--- src/rtl/apb_master_ctrl.sv ---
// apb_master_ctrl
//   APB requester. Commands arrive on a valid/ready stream, are buffered in a
//   small FIFO and issued as SETUP/ACCESS transfers. The bus has no PREADY, so
//   ACCESS lasts a fixed ACCESS_CYCLES cycles. Each completion raises a
//   one-cycle rsp_valid strobe carrying the direction and, for reads, PRDATA.
//
// Ports
//   PCLK, PRESETn                  clock, async active-low reset
//   cmd_valid/cmd_ready            command handshake (cmd_ready = FIFO not full)
//   cmd_write/cmd_addr/cmd_wdata   command payload
//   PADDR/PSELx/PENABLE/PWRITE/PWDATA  registered APB request outputs
//   PRDATA                         APB read data
//   rsp_valid/rsp_write/rsp_rdata  completion strobe and payload
//   busy                           FIFO non-empty or transfer in progress
//
// States
//   state  | meaning
//   IDLE   | bus idle; pops the FIFO head when one is available
//   SETUP  | PSELx=1, PENABLE=0; always moves to ACCESS next edge
//   ACCESS | PSELx=1, PENABLE=1; counts down, completes at zero

`ifndef addrWidth
`define addrWidth 32
`endif
`ifndef dataWidth
`define dataWidth 32
`endif

module apb_master_ctrl #(
   parameter int ADDR_W        = `addrWidth,
   parameter int DATA_W        = `dataWidth,
   parameter int DEPTH         = 4,
   parameter int ACCESS_CYCLES = 1
) (
   input  logic              PCLK,
   input  logic              PRESETn,
   input  logic              cmd_valid,
   output logic              cmd_ready,
   input  logic              cmd_write,
   input  logic [ADDR_W-1:0] cmd_addr,
   input  logic [DATA_W-1:0] cmd_wdata,
   output logic [ADDR_W-1:0] PADDR,
   output logic              PSELx,
   output logic              PENABLE,
   output logic              PWRITE,
   output logic [DATA_W-1:0] PWDATA,
   input  logic [DATA_W-1:0] PRDATA,
   output logic              rsp_valid,
   output logic              rsp_write,
   output logic [DATA_W-1:0] rsp_rdata,
   output logic              busy
);

   localparam int PTR_W = $clog2(DEPTH);
   localparam int ENT_W = 1 + ADDR_W + DATA_W;
   localparam int CNT_W = (ACCESS_CYCLES > 1) ? $clog2(ACCESS_CYCLES) : 1;

   typedef enum logic [1:0] {
      IDLE   = 2'd0,
      SETUP  = 2'd1,
      ACCESS = 2'd2
   } state_t;

   state_t state, state_nxt;

   logic [ENT_W-1:0] fifo_mem [DEPTH];
   logic [PTR_W-1:0] wr_ptr, rd_ptr;
   logic [PTR_W:0]   count;
   logic             full, empty, push, pop;

   logic [ENT_W-1:0]  head;
   logic              head_write;
   logic [ADDR_W-1:0] head_addr;
   logic [DATA_W-1:0] head_wdata;

   logic [CNT_W-1:0]  cnt, cnt_nxt;
   logic              psel_nxt, penable_nxt;
   logic              rsp_valid_nxt, rsp_write_nxt;
   logic [DATA_W-1:0] rsp_rdata_nxt;

   // ---------------------------------------------------------------- FIFO
   assign full      = (count == (PTR_W+1)'(DEPTH));
   assign empty     = (count == '0);
   assign cmd_ready = !full;
   // Full blocks the push even when a pop frees a slot on the same edge.
   assign push      = cmd_valid && !full;

   assign head       = fifo_mem[rd_ptr];
   assign head_write = head[ENT_W-1];
   assign head_addr  = head[DATA_W +: ADDR_W];
   assign head_wdata = head[DATA_W-1:0];

   always_ff @(posedge PCLK) begin
      if (push) begin
         fifo_mem[wr_ptr] <= {cmd_write, cmd_addr, cmd_wdata};
      end
   end

   always_ff @(posedge PCLK or negedge PRESETn) begin
      if (!PRESETn) begin
         wr_ptr <= '0;
         rd_ptr <= '0;
         count  <= '0;
      end else begin
         if (push) wr_ptr <= wr_ptr + PTR_W'(1);
         if (pop)  rd_ptr <= rd_ptr + PTR_W'(1);
         case ({push, pop})
            2'b10:   count <= count + (PTR_W+1)'(1);
            2'b01:   count <= count - (PTR_W+1)'(1);
            default: count <= count;
         endcase
      end
   end

   assign busy = !empty || (state != IDLE);

   // ----------------------------------------------------------------- FSM
   always_comb begin
      state_nxt     = state;
      pop           = 1'b0;
      cnt_nxt       = cnt;
      psel_nxt      = PSELx;
      penable_nxt   = PENABLE;
      rsp_valid_nxt = 1'b0;
      rsp_write_nxt = rsp_write;
      rsp_rdata_nxt = rsp_rdata;

      case (state)
         IDLE: begin
            psel_nxt    = 1'b0;
            penable_nxt = 1'b0;
            if (!empty) begin
               pop       = 1'b1;
               psel_nxt  = 1'b1;
               state_nxt = SETUP;
            end
         end
         SETUP: begin
            psel_nxt    = 1'b1;
            penable_nxt = 1'b1;
            cnt_nxt     = CNT_W'(ACCESS_CYCLES - 1);
            state_nxt   = ACCESS;
         end
         ACCESS: begin
            if (cnt != '0) begin
               cnt_nxt = cnt - CNT_W'(1);
            end else begin
               penable_nxt   = 1'b0;
               rsp_valid_nxt = 1'b1;
               rsp_write_nxt = PWRITE;
               if (!PWRITE) rsp_rdata_nxt = PRDATA;
               // Chain straight into the next SETUP when work is queued.
               if (!empty) begin
                  pop       = 1'b1;
                  psel_nxt  = 1'b1;
                  state_nxt = SETUP;
               end else begin
                  psel_nxt  = 1'b0;
                  state_nxt = IDLE;
               end
            end
         end
         default: begin
            psel_nxt    = 1'b0;
            penable_nxt = 1'b0;
            state_nxt   = IDLE;
         end
      endcase
   end

   always_ff @(posedge PCLK or negedge PRESETn) begin
      if (!PRESETn) begin
         state     <= IDLE;
         cnt       <= '0;
         PSELx     <= 1'b0;
         PENABLE   <= 1'b0;
         PADDR     <= '0;
         PWRITE    <= 1'b0;
         PWDATA    <= '0;
         rsp_valid <= 1'b0;
         rsp_write <= 1'b0;
         rsp_rdata <= '0;
      end else begin
         state     <= state_nxt;
         cnt       <= cnt_nxt;
         PSELx     <= psel_nxt;
         PENABLE   <= penable_nxt;
         rsp_valid <= rsp_valid_nxt;
         rsp_write <= rsp_write_nxt;
         rsp_rdata <= rsp_rdata_nxt;
         if (pop) begin
            PADDR  <= head_addr;
            PWRITE <= head_write;
            PWDATA <= head_wdata;
         end
      end
   end

endmodule

--- config.mk ---
export PLATFORM = sky130hd
export DESIGN_NAME = apb_master_ctrl
export DESIGN_NICKNAME = d
export VERILOG_FILES = /design/src/rtl/apb_master_ctrl.sv
export SDC_FILE = /design/constraint.sdc
export NUM_CORES = 1
export LEC_CHECK = 0
export ABC_AREA = 1
export BUFFER_PORTS_ARGS = -buffer_cell sky130_fd_sc_hd__buf_2
export CORE_UTILIZATION = 40
export CTS_CLUSTER_SIZE = 30
export DETAILED_ROUTE_END_ITERATION = 10
export PLACE_DENSITY = 0.57
export SLEW_MARGIN = 20
export SYNTH_ARGS = -nofsm -noshare
export SYNTH_HDL_FRONTEND = slang
export SYNTH_SLANG_ARGS = --single-unit
--- constraint.sdc ---
create_clock -name PCLK -period 4.4 [get_ports PCLK]
set_input_delay 0.66 -clock PCLK [delete_from_list [all_inputs] [get_ports PCLK]]
set_output_delay 0.66 -clock PCLK [all_outputs]
set_load 0.05 [all_outputs]
==> results by stage <==
Drt:
- The detailed router placed roughly 10000 vias in this run.
- The detailed-route vias per instance is ~4.5.
- The count of nets left with antenna violations after detail routing is 0.
- The count of unresolved DRC violations after routing is 0.
- The iteration-0 DRC count of the detailed router is between 400 and 500.
- The post-detailed-route wirelength per cell is 15.12 um.
- The total wire length after detailed routing is 33840 um.
- For this run, the detailed router's first-pass iteration total came to 5.

Worst setup path:
- The worst endpoint data arrival time is approximately 2800 ps.
- The required time reported for the critical path endpoint is slightly below 5000 ps.
- The path type of the worst setup path is reg2reg.
- The maximum fanout along the worst path is between 70 and 80.
- The worst setup path is captured at a register.
- The number of cells on the worst reg-to-reg path is 7.
- The kind of launch point of the worst setup path is a register.

GRT:
- Entering global routing, the biggest net connects between 90 and 100 pins.
- The initial antenna violation count is 7.
- The via count of the first global-routing pass is between 9000 and 10000.
- Global routing consumed, on the met3 layer, 4.337% of the routing resources.
- In the global route stage, met1 resource usage came out at a little over a fifth.
- For this run, global-route usage on met2 was measured as slightly above 30%.
- The most heavily used metal layer in global routing is met2.
- The final global-route overflow total is 0.
- The first-pass GRT wire length is 53230 um.
- For this run, the total global-route usage over all layers was measured as around 18%.

Floorplanning:
- The die covers a little under 40000 um2.
- The die boundary width is about 200 um.
- In this run the core area contains just over 70 standard-cell rows.
- The vertical die dimension is 197.2 um.
- The initial core utilization is between 40% and 50%.
- In this run the count of I/O pins placed on the die edge is 203.
- The floorplan step defined a core boundary enclosing approximately 38000 um2.

Min path:
- The kind of path behind the tightest hold check is in2async.

Placed design:
- The placement-stage cell area is approximately 17000 um2.
- The number of I/O port buffers is between 200 and 250.
- The weighted congestion reported at the end of routability-driven placement is 0.7427.
- The placed instance count is ~2200.
- The half-perimeter wire length after detailed placement is roughly 20000 um.

Clocking:
- The clock insertion delay at the later pin of the skew report is about 550 ps.
- Clock-pin slew was measured on the worst setup and hold paths at around 60 ps.
- Counting along the longest clock path gives a buffer depth of 3.
- Post-CTS repair changed the size of 0 cells.
- The number of hold-repair buffers added at the cts stage is 0.
- The total CTS buffers is 40.
- The count of buffers added by post-CTS timing repair for setup is 0.
- The clock tree synthesis step divided the H-tree into 2 levels.
- The tree built by TritonCTS fans out to 370 sinks.
- In this run the clock root is driven by a sky130_fd_sc_hd__clkbuf_16.
- The CTS tree is built.

Run:
- The number of max-cap violations is 0.

Yosys:
- For this run, the number of Yosys warnings is 0.
- The gate count after technology mapping is between 1000 and 1500.
- The number of synthesized flops with an enable pin is 260.
- Yosys attributes the largest share of cell area to sky130_fd_sc_hd__edfxtp_1, sky130_fd_sc_hd__dfrtp_1, sky130_fd_sc_hd__nand2_1.
- The net count of the mapped netlist is around 1600.
- After synthesis the netlist holds a flip-flop and latch count of 370.
- After synthesis, the share of flip-flops with an asynchronous set or reset is ~30%.
- The synthesized design spends more area on one cell type than any other, namely sky130_fd_sc_hd__edfxtp_1.
- The commonest cells after synthesis are sky130_fd_sc_hd__nand2_1, sky130_fd_sc_hd__inv_1, sky130_fd_sc_hd__edfxtp_1, sky130_fd_sc_hd__nand3_1, sky130_fd_sc_hd__dfrtp_1.
- For this run, the register share of the synthesized area comes to between 60% and 70%.
- The cell with the most instances after synthesis is sky130_fd_sc_hd__nand2_1.
- The synthesized design devotes to its leading area cell type between 50% and 60% of total area.
- The post-synthesis cell area is roughly 15000 um2.
- The average instance in the mapped netlist occupies between 10 and 15 um2.
- The most used flip-flop cell after synthesis is sky130_fd_sc_hd__edfxtp_1.
- In this run, distinct cell masters in the synthesized netlist total 19.

Run status:
- The flow ran to the end, and the final reports show no timing, DRC or antenna violations.

Layout:
- Excluding fillers, the count of instances in the completed layout stands at ~2200.
- In the final layout, the share of cells above drive strength 1 is about 17%.
- The signed area change from the synthesized netlist to the final layout is 17.18%.
- The finished cells cover between 15000 and 20000 um2.
- The final-stage net count is ~1800.

Pwr:
- For this design the ratio of total power to cell area is about 800 nW/um2.
- Across the VDD grid, the largest voltage drop is ~0.48 mV.
- Summing internal, switching and leakage power gives between 10000 and 15000 uW.
- The analysis attributes to cell leakage a power of 0.008755 uW.

Timing:
- The worst hold margin is 154.5 ps.
- The final count of hold timing violations is 0.
- The final period utilization is 53.36%.
- The final sum of negative setup slack is 0 ps.
- Timing would allow up to roughly 430 MHz.
- Clock skew on the completed layout was measured at between 15 and 20 ps.
- The slew at the pin with the worst max-slew slack is roughly 1100 ps.
- The relative slew slack is between 20 and 30%.
- Setup repair after global routing left no endpoint under its margin.
- The clock period could shrink to 2348 ps.
- The setup violation total in the final timing report is 0.
- The max-slew violation count was 0.
[metrics by stage]
stage,util [%],setup WS (ps)
CTS,47.50,1999
floorplan,-,19.28
global route,47.50,1799
detailed placement,44.28,1859
finish,47.52,2052
global placement,44.28,1873
[kinds of logic after synthesis]
| kind of cell | Yosys count | share of synthesized area, % |
|---|---|---|
| fa+ha+maj | 6 | 0.5419 |
| flops | 370 | 69.29 |
| buf+inv | 344 | 9.614 |
| simple gates | 770 | 20.16 |
| compound gates | 3 | 0.09849 |
| xor+xnor | 5 | 0.2874 |
[registers in the layout, summed over array words and instances, names as in the netlist]
register / count
rd_ptr: 2
fifo_mem: 260
PENABLE: 1
PSELx: 1
rsp_rdata: 32
wr_ptr: 2
PADDR: 32
count: 3
rsp_write: 1
state: 2
PWRITE: 1
PWDATA: 32
rsp_valid: 1
[cells in the final DEF, fill, tap and decap left out]
cell	instances
sky130_fd_sc_hd__clkbuf_1	16
sky130_fd_sc_hd__clkinv_2	6
sky130_fd_sc_hd__buf_4	15
sky130_fd_sc_hd__bufinv_16	1
sky130_fd_sc_hd__inv_6	2
sky130_fd_sc_hd__inv_1	272
sky130_fd_sc_hd__nor2_4	5
sky130_fd_sc_hd__dfrtp_4	2
sky130_fd_sc_hd__fa_1	1
sky130_fd_sc_hd__dfrtp_1	108
sky130_fd_sc_hd__o21ai_0	3
sky130_fd_sc_hd__nand3_1	133
sky130_fd_sc_hd__xnor2_1	2
sky130_fd_sc_hd__clkbuf_8	2
sky130_fd_sc_hd__edfxtp_1	260
sky130_fd_sc_hd__diode_2	3
sky130_fd_sc_hd__buf_6	1
sky130_fd_sc_hd__inv_2	7
sky130_fd_sc_hd__ha_1	5
sky130_fd_sc_hd__inv_4	1
sky130_fd_sc_hd__buf_2	201
sky130_fd_sc_hd__clkbuf_16	41
sky130_fd_sc_hd__xor2_1	3
sky130_fd_sc_hd__nand2_4	1
sky130_fd_sc_hd__clkinv_1	5
sky130_fd_sc_hd__nor2_1	5
sky130_fd_sc_hd__nand2_1	625
sky130_fd_sc_hd__nand3_2	1
[final cells by class]
type,instances,area [um2]
multi-input combinational,784,3249
fill,3488,19720
clock inverter,14,96.34
antenna,3,7.507
tap,511,639.4
inverter,280,1054
sequential,370,10570
clock buffer,59,1114
timing repair buffer,217,1130
[layer usage]
metal,part of all wire [%],wire length [um]
met5,0.11,36
met4,1.8,615
met3,5.8,1967
met2,48,16240
met1,44,14980
[worst paths after layout]
kind	from	to	slack [ps]
max	rd_ptr[0]$_DFFE_PN0P_	PWDATA[28]$_DFFE_PN0P_	2050
min reg2reg	rsp_rdata[27]$_DFFE_PN0P_	rsp_rdata[27]$_DFFE_PN0P_	460
max in group asynchronous	PRESETn	rsp_rdata[6]$_DFFE_PN0P_	3180
min in group PCLK	cmd_wdata[28]	fifo_mem[2][28]$_DFFE_PP_	320
min	PRESETn	PWDATA[20]$_DFFE_PN0P_	150
max reg2reg	rd_ptr[0]$_DFFE_PN0P_	PWDATA[28]$_DFFE_PN0P_	2050
[critical path, cell delays in order (launching register included)]
cell and delay [ps]:
sky130_fd_sc_hd__dfrtp_4 420, sky130_fd_sc_hd__buf_4 700, sky130_fd_sc_hd__buf_4 640, sky130_fd_sc_hd__nand2_1 130
sky130_fd_sc_hd__nand3_1 100, sky130_fd_sc_hd__nand2_1 70, sky130_fd_sc_hd__nand2_1 90, sky130_fd_sc_hd__nand2_1 60
[report_power, final]
group / total [uW] / switching (uW) / internal (uW)
registers: 5160 / 352 / 4810
clock network: 3120 / 1300 / 1810
logic: 5700 / 4370 / 1320
Power figures use the tool's default switching activity.
